### src/rtl/decode_stage.sv
// ID stage of the 5-stage pipeline: 32x32 register file with write-through bypass,
// sign extension and main control decode. The ID/EX register is external.
module decode_stage (
   input  logic        clk,
   input  logic        reset,
   input  logic        reg_write_in,
   input  logic [31:0] instruccion,
   input  logic [31:0] WR,
   input  logic [31:0] WD,
   output logic [31:0] data1,
   output logic [31:0] data2,
   output logic [31:0] ext_sig,
   output logic        branch,
   output logic        mem_read,
   output logic        mem_write,
   output logic        mem_to_reg,
   output logic        reg_dst,
   output logic        reg_write_out,
   output logic        alu_src,
   output logic [5:0]  alu_op
);

   typedef enum logic [5:0] {
      OP_RTYPE = 6'b000000,
      OP_BEQ   = 6'b000100,
      OP_BNE   = 6'b000101,
      OP_ADDI  = 6'b001000,
      OP_SLTI  = 6'b001010,
      OP_ANDI  = 6'b001100,
      OP_ORI   = 6'b001101,
      OP_LB    = 6'b100000,
      OP_LH    = 6'b100001,
      OP_LW    = 6'b100011,
      OP_LBU   = 6'b100100,
      OP_LHU   = 6'b100101,
      OP_SB    = 6'b101000,
      OP_SH    = 6'b101001,
      OP_SW    = 6'b101011
   } opcode_e;

   localparam logic [5:0] ALU_ADD = 6'b100000;
   localparam logic [5:0] ALU_SUB = 6'b100010;
   localparam logic [5:0] ALU_AND = 6'b100100;
   localparam logic [5:0] ALU_OR  = 6'b100101;
   localparam logic [5:0] ALU_SLT = 6'b101010;

   logic [31:0][31:0] regs_q, regs_d;
   logic [4:0]        wr_addr;
   logic [4:0]        rs;
   logic [4:0]        rt;
   logic              bypass_en;
   logic              unused_wr_hi;

   assign wr_addr      = WR[4:0];
   assign rs           = instruccion[25:21];
   assign rt           = instruccion[20:16];
   assign unused_wr_hi = &{1'b0, WR[31:5]};
   assign bypass_en    = reg_write_in && !reset;

   always_comb begin
      regs_d = regs_q;
      if (reg_write_in) begin
         regs_d[wr_addr] = WD;
      end
   end

   always_ff @(posedge clk) begin
      if (reset) begin
         regs_q <= '0;
      end else begin
         regs_q <= regs_d;
      end
   end

   // Write-through: a same-cycle write to the read address is visible immediately.
   always_comb begin
      data1 = regs_q[rs];
      data2 = regs_q[rt];
      if (bypass_en && (wr_addr == rs)) begin
         data1 = WD;
      end
      if (bypass_en && (wr_addr == rt)) begin
         data2 = WD;
      end
   end

   assign ext_sig = {{16{instruccion[15]}}, instruccion[15:0]};

   always_comb begin
      reg_dst       = 1'b0;
      alu_src       = 1'b0;
      mem_to_reg    = 1'b0;
      reg_write_out = 1'b0;
      mem_read      = 1'b0;
      mem_write     = 1'b0;
      branch        = 1'b0;
      alu_op        = '0;
      if (!reset) begin
         case (instruccion[31:26])
            OP_RTYPE: begin
               reg_dst       = 1'b1;
               reg_write_out = 1'b1;
               alu_op        = instruccion[5:0];
            end
            OP_LB, OP_LH, OP_LW, OP_LBU, OP_LHU: begin
               alu_src       = 1'b1;
               mem_to_reg    = 1'b1;
               reg_write_out = 1'b1;
               mem_read      = 1'b1;
               alu_op        = ALU_ADD;
            end
            OP_SB, OP_SH, OP_SW: begin
               alu_src   = 1'b1;
               mem_write = 1'b1;
               alu_op    = ALU_ADD;
            end
            OP_BEQ, OP_BNE: begin
               branch = 1'b1;
               alu_op = ALU_SUB;
            end
            OP_ADDI: begin
               alu_src       = 1'b1;
               reg_write_out = 1'b1;
               alu_op        = ALU_ADD;
            end
            OP_ANDI: begin
               alu_src       = 1'b1;
               reg_write_out = 1'b1;
               alu_op        = ALU_AND;
            end
            OP_ORI: begin
               alu_src       = 1'b1;
               reg_write_out = 1'b1;
               alu_op        = ALU_OR;
            end
            OP_SLTI: begin
               alu_src       = 1'b1;
               reg_write_out = 1'b1;
               alu_op        = ALU_SLT;
            end
            default: ;
         endcase
      end
   end

endmodule

### config.mk
export PLATFORM = sky130hd
export DESIGN_NAME = decode_stage
export DESIGN_NICKNAME = d
export VERILOG_FILES = /design/src/rtl/decode_stage.sv
export SDC_FILE = /design/constraint.sdc
export NUM_CORES = 2
export LEC_CHECK = 0
export CAP_MARGIN = 20
export CORE_MARGIN = 3
export CORE_UTILIZATION = 48
export CTS_BUF_LIST = sky130_fd_sc_hd__clkbuf_16
export DETAILED_ROUTE_END_ITERATION = 6
export GPL_TIMING_DRIVEN = 0
export HOLD_SLACK_MARGIN = 0.12
export MAX_ROUTING_LAYER = met4
export PLACE_DENSITY = 0.64
export SETUP_SLACK_MARGIN = 0.05
export SLEW_MARGIN = 25
export SYNTH_ARGS = -nofsm -noshare
export SYNTH_HDL_FRONTEND = slang
export SYNTH_SLANG_ARGS = --single-unit
### constraint.sdc
create_clock -name clk -period 2.7 [get_ports clk]
set_input_delay 0.675 -clock clk [delete_from_list [all_inputs] [get_ports clk]]
set_output_delay 0.675 -clock clk [all_outputs]
set_load 0.01 [all_outputs]
Word-level counts from Yosys, hierarchy flattened. Cells that the tools add are included.

Flip-flop bits (word level): 1024. Bits in latches: 0. Bits in writable memories: 0. Memory bits (read-only): 0. Input port bits: 99. Logic and storage cells: 87. Memories kept: 0.

$add $sub $neg: 0. $mul: 0. Divide/modulo/power cells: 0. $lt $le $gt $ge: 4. Equal/unequal tests: 16. Shift operators: 0. Mux-type cells: 23. Bitwise logic cells: 0. Reductions and logical operators: 12.

Operators by type and width (number): bitwise mux 1024 bit (1); binary-select mux 32 bit (select 5 bit) (2); demux 32 bit (select 5 bit) (1); two-way mux 32 bit (5); equality test 6 bit (second input constant) (8); one-hot mux 6 bit (6 select lines) (1); equality test 6 x 4 -> 1 bit (second input constant) (4); less-than comparator 5 x 6 -> 1 bit (second input constant) (3); equality test 6 x 3 -> 1 bit (second input constant) (2); two-way mux 1 bit (12); OR reduction 12 bit (1); equality test 5 bit (2); OR reduction 10 bit (1); OR reduction 9 bit (1); zero test 6 bit (1); two-way mux 6 bit (1); greater-or-equal comparator 5 x 1 -> 1 bit (second input constant) (1); OR reduction 5 bit (1); logical AND 1 bit (4); OR reduction 3 bit (1); OR reduction 2 bit (1); zero test 1 bit (1).

Logic depth before layout (Yosys ltp).
Depth in word-level cells: 5. Depth in mapped cells: 8. Depth with buffers taken out: 5.

Least setup slack after synthesis. No wires, ideal clock.

Kind: input to output. Start: input port instruccion[18]. End: output port data2[0]. Arrival time: 2.091 ns. Required time: 2.025 ns. Setup slack: -0.066 ns. Cell stages on the path: 6. Path buffers: 2. Path through: buf_4 buf_2 mux4_2 o22ai_1 a211oi_1 a22o_1.

Word-level cells in the longest chain between the ends: 3.

Ends and longest elaborated chain: start, declared (line 7) `input logic [31:0] instruccion,`; binary-select mux 32 bit (select 5 bit) or equality test 5 bit (tied branches) (line 78, 82); two-way mux 32 bit (not written as such) or logical AND 1 bit (tied branches) (line 78, 82); two-way mux 32 bit (*) (line 82) `if (bypass_en && (wr_addr == rt)) begin`; end, declared (line 11) `output logic [31:0] data2,`.

Mark *: on every way between the ends. The rest lies on a longest branch, timed or not. The select of a mux whose other input is x is not followed.

Final worst setup path.
Start: input port instruccion[21]. End: output port data1[12].

Word-level cells in the longest chain between the ends: 3.

Ends and longest elaborated chain: binary-select mux 32 bit (select 5 bit) or equality test 5 bit (tied branches) (line 77, 79); two-way mux 32 bit (not written as such) or logical AND 1 bit (tied branches) (line 77, 79); two-way mux 32 bit (*) (line 79) `if (bypass_en && (wr_addr == rs)) begin`; end, declared (line 10) `output logic [31:0] data1,`.

Marked as above.

==> flow_results.org <==
** Clocking
- The clock passes through at most 3 buffers.
- TritonCTS clock tree :: yes
- After clock tree synthesis, the flow added hold-fix buffers numbering 0.
- After clock tree synthesis, the clock-pin slew on the worst setup and hold paths is 0.06 ns.
- CTS buffer count :: 113
- Clock latency of the later-clocked register in the worst-skew pair :: 0.74 ns
- Clk root buf :: sky130_fd_sc_hd__clkbuf_16
- # H-tree levels :: 3
- The tree built by TritonCTS fans out to 1024 sinks.

** Global route
- Overall fraction of global-route tracks in use :: 42.5%
- Residual overflow from global routing :: 0
- Number of global-route vias before repair :: 47748
- The first global-routing pass estimated 333 mm of wire.
- Entering global routing, the biggest net connects 18 pins.
- Initial antenna violation count :: 13

** Die
- The floorplan step set the die height to 336 um.
- For this configuration, the core starts out at a cell density of 48.6%.
- The floorplan step defined a die boundary enclosing 113000 um^2.
- Top-Level Pins :: 208
- Count of standard-cell rows :: 120
- In this run the standard cell core region covers 108000 um^2.
- Die Span X :: 336 um

** Outcome
- Violated checks :: DRC, setup timing
- The run finished, with violations left.

** Timing
- Fin worst setup slack :: -0.820 ns
- The smallest clock period supported by the final layout is computed as 3.52 ns.
- The number of endpoints with negative hold slack in the final report came to 0.
- Final Skew :: 0 ns
- Max Clock Freq :: 0.284 GHz
- Headroom to the max-slew limit came out at 22.2%.
- Setup violations remaining at the end of the flow were counted as 218.
- Period utilisation layout :: 130%
- At the pin with the least slew margin, the transition time is 1.16 ns.
- Count of pins over their slew limit :: 0
- Setup repair after global routing could not meet its margin everywhere.

** Setup path
- Data on the critical path arrives at its endpoint at 2.84 ns.
- Flop-to-flop setup slack :: 1.92 ns
- Of all nets on the critical path, the largest fanout is 7.
- STA classifies the critical path endpoint as an output pin.
- The startpoint identified for the worst register-to-register timing path is regs_q[307].
- In this run the critical register-to-register path is captured at regs_q[307].
- STA classifies the critical path startpoint as an input port.
- For the worst setup path, the data required time is 2.03 ns.
- Cell count of the worst reg-to-reg path :: 2
- Category of the critical setup timing path :: input port to output pin

** Logic synthesis
- Synth Warn # :: 0
- The mapped netlist covers 52300 um^2.
- After Yosys synthesis, full adders, half adders and majority gates account for 0% of the synthesized area.
- The top cell type by area accounts for 39.2% of the synthesized area.
- Synthesis-stage register bit count :: 1024
- Area fraction in and, or, nand and nor cells after synthesis :: 16.1%
- XOR/XNOR share of the synthesized area :: 0.167%
- Sequential cell area fraction in the yosys report :: 39.2%
- A synthesized cell averages 8.88 um^2.
- Multiplexer cells account for 24.5% of the synthesized area.
- In this run, synthesis inferred 0 flip-flops with an integrated enable.
- Share of flip-flops with an asynchronous set or reset :: 0%
- Compound-cell area share of the yosys netlist :: 14.1%
- Leading post-synthesis cells by cell area :: sky130_fd_sc_hd__dfxtp_1 (39%), sky130_fd_sc_hd__mux4_2 (22%), sky130_fd_sc_hd__nand2_1 (15%)
- Counting every instance in the synthesized netlist gives 5893.
- Synthesized Nets :: 5992
- The synthesized design spends more area on one cell type than any other, namely sky130_fd_sc_hd__dfxtp_1.
- Largest family of logic cells by synthesized area :: multiplexers
- Primary flip-flop cell chosen by synthesis mapping :: sky130_fd_sc_hd__dfxtp_1
- In this run, distinct cell masters in the synthesized netlist total 46.

** Route
- Residual DRC count :: 4
- Routed Antenna Nets :: 0
- The routed design has 242 mm of wire.
- Wire per inst :: 30.9 um
- The routed layout has 51738 vias.
- First-pass detailed-route iteration total :: 7
- Via-to-Cell Ratio :: 6.59
- The first routing iteration left 8153 violations.

** Power and ir drop
- Total leakage power :: 21.9 nW
- VDD sags by at most 0.461 mV.
- Power consumption :: 0.0360 W
- Power spread over the standard cell area amounts to 547 nW/um^2.

** Cells and area
- Number of inserted filler cells in the final layout :: 8866
- Highest-count cells in the layout ignoring fill and taps :: sky130_fd_sc_hd__nand2_1 (2095), sky130_fd_sc_hd__a21oi_1 (1083), sky130_fd_sc_hd__dfxtp_1 (1024)
- In the final layout, flip-flops and latches occupy 20500 um^2.
- Leading cell type in the layout, fill and taps excluded :: sky130_fd_sc_hd__nand2_1
- Measured on the finished design, the core utilization comes to 61.1%.
- Registers with the most flip-flops :: regs_q x1024
- The register with the most flip-flops in the layout has 1024 of them.
- Share of cells above drive strength 1 :: 24.5%
- Relative to the synthesized area, the layout overhead comes to 25.7%.
- Area of the multi-input gates :: 31400 um^2
- Total Nets Final :: 6438
- Total non-filler cell area in the finished layout :: 65800 um^2
- Post-Layout Cell Count :: 7846
- regs_q holds more flip-flops than any other register.

** Place
- Port buffering added 123 buffers.
- Routability-driven placement finished with a final weighted congestion of 1.08.
- In this run the cell area measured after placement is 55700 um^2.
- Detail Placement HPWL :: 174 mm
- Number of instances in the placed design :: 7420

** Worst hold path
- Source of the worst hold timing path :: WD[8]
- The worst hold path was traced through 3 stages.
- The path class of the tightest hold or removal check is input port to register.
- End point of the worst hold path :: regs_q[8]

** Flow run
- Max-Cap Viols :: 0
[final cells by class]
cell class                      count  area share [%]
Sequential cell                  1024            31.2
Multi-Input combinational cell   4195            47.7
Clock inverter                     85            1.00
Tap cell                         1403            2.67
Timing Repair Buffer              345            5.94
Buffer                            656            6.92
Inverter                            4          0.0228
Antenna cell                       15          0.0570
Clock buffer                      119            4.53
[per-stage QoR]
| stage | worst slack [ns] | hold WS [ns] | setup TNS [ns] |
|---|---|---|---|
| 2_1_floorplan | -0.0257 | 0.443 | -0.812 |
| 3_3_place_gp | -2.43 | 0.448 | -1346.85 |
| 3_5_place_dp | -2.29 | 0.457 | -738.73 |
| 4_1_cts | -0.843 | 0.395 | -43.18 |
| 5_1_grt | -0.780 | 0.434 | -42.05 |
| 6_report | -0.820 | 0.436 | -49.24 |
[logic make-up after synthesis]
logic type	Yosys count
AND/OR/NAND/NOR	2191
AO/OA/AOI/OAI	1354
flip-flops	1024
buffers and inverters	674
multiplexers	640
XOR/XNOR	10
[Yosys cell counts, types with 6 or more instances]
cell,instances
sky130_fd_sc_hd__buf_4,99
sky130_fd_sc_hd__nand2_1,2097
sky130_fd_sc_hd__a21oi_1,1092
sky130_fd_sc_hd__nor2_1,34
sky130_fd_sc_hd__o22ai_1,126
sky130_fd_sc_hd__buf_2,131
sky130_fd_sc_hd__dfxtp_1,1024
sky130_fd_sc_hd__xnor2_1,8
sky130_fd_sc_hd__mux4_2,513
sky130_fd_sc_hd__buf_6,9
sky130_fd_sc_hd__clkbuf_1,426
sky130_fd_sc_hd__a22o_1,64
sky130_fd_sc_hd__nand3b_1,6
sky130_fd_sc_hd__nor2_2,11
sky130_fd_sc_hd__mux2i_1,126
sky130_fd_sc_hd__a211oi_1,64
[report_power, final]
part	switching (W)	internal (W)
Combinational	0.00307	0.00191
Clock	0.00680	0.00891
Sequential	0.0000874	0.0152
[critical path: stages]
cell                       delay [ns]
sky130_fd_sc_hd__buf_16          0.14
sky130_fd_sc_hd__buf_16          0.15
sky130_fd_sc_hd__buf_12          0.13
sky130_fd_sc_hd__buf_16          0.14
sky130_fd_sc_hd__buf_6           0.10
sky130_fd_sc_hd__mux4_2          0.51
sky130_fd_sc_hd__mux2i_4         0.32
sky130_fd_sc_hd__a211oi_2        0.13
sky130_fd_sc_hd__a22o_2          0.36
sky130_fd_sc_hd__buf_6           0.16
[routing by layer]
| metal | vias to the layer above | wire (um) | track usage (%) |
|---|---|---|---|
| met3 | 1130 | 35700 | 15.0 |
| met1 | 24866 | 81300 | 49.6 |
| met2 | 4217 | 103000 | 60.6 |
| li1 | 21525 | - | - |
| met4 | 0 | 22800 | 30.6 |
| met5 | - | 0 | - |
[worst max-delay path by stage]
stage                               start   endpoint  slack [ns]  cells after the start
after floorplan           instruccion[21]  data1[31]       -0.03                      7
after global placement    instruccion[19]  data2[20]       -2.43                      8
after detailed placement  instruccion[19]  data2[12]       -2.29                      8
after CTS                 instruccion[21]  data1[17]       -0.84                      9
after global routing      instruccion[21]  data1[12]       -0.78                     10
final                     instruccion[21]  data1[12]       -0.82                     10
[timing repair]
item,in CTS,in global routing
pin swaps,109,146
setup buffers,125,101
gates resized for setup,1006,275
endpoints found under the setup margin,280,217
cloned,8,5
Power figures use the tool's default switching activity.
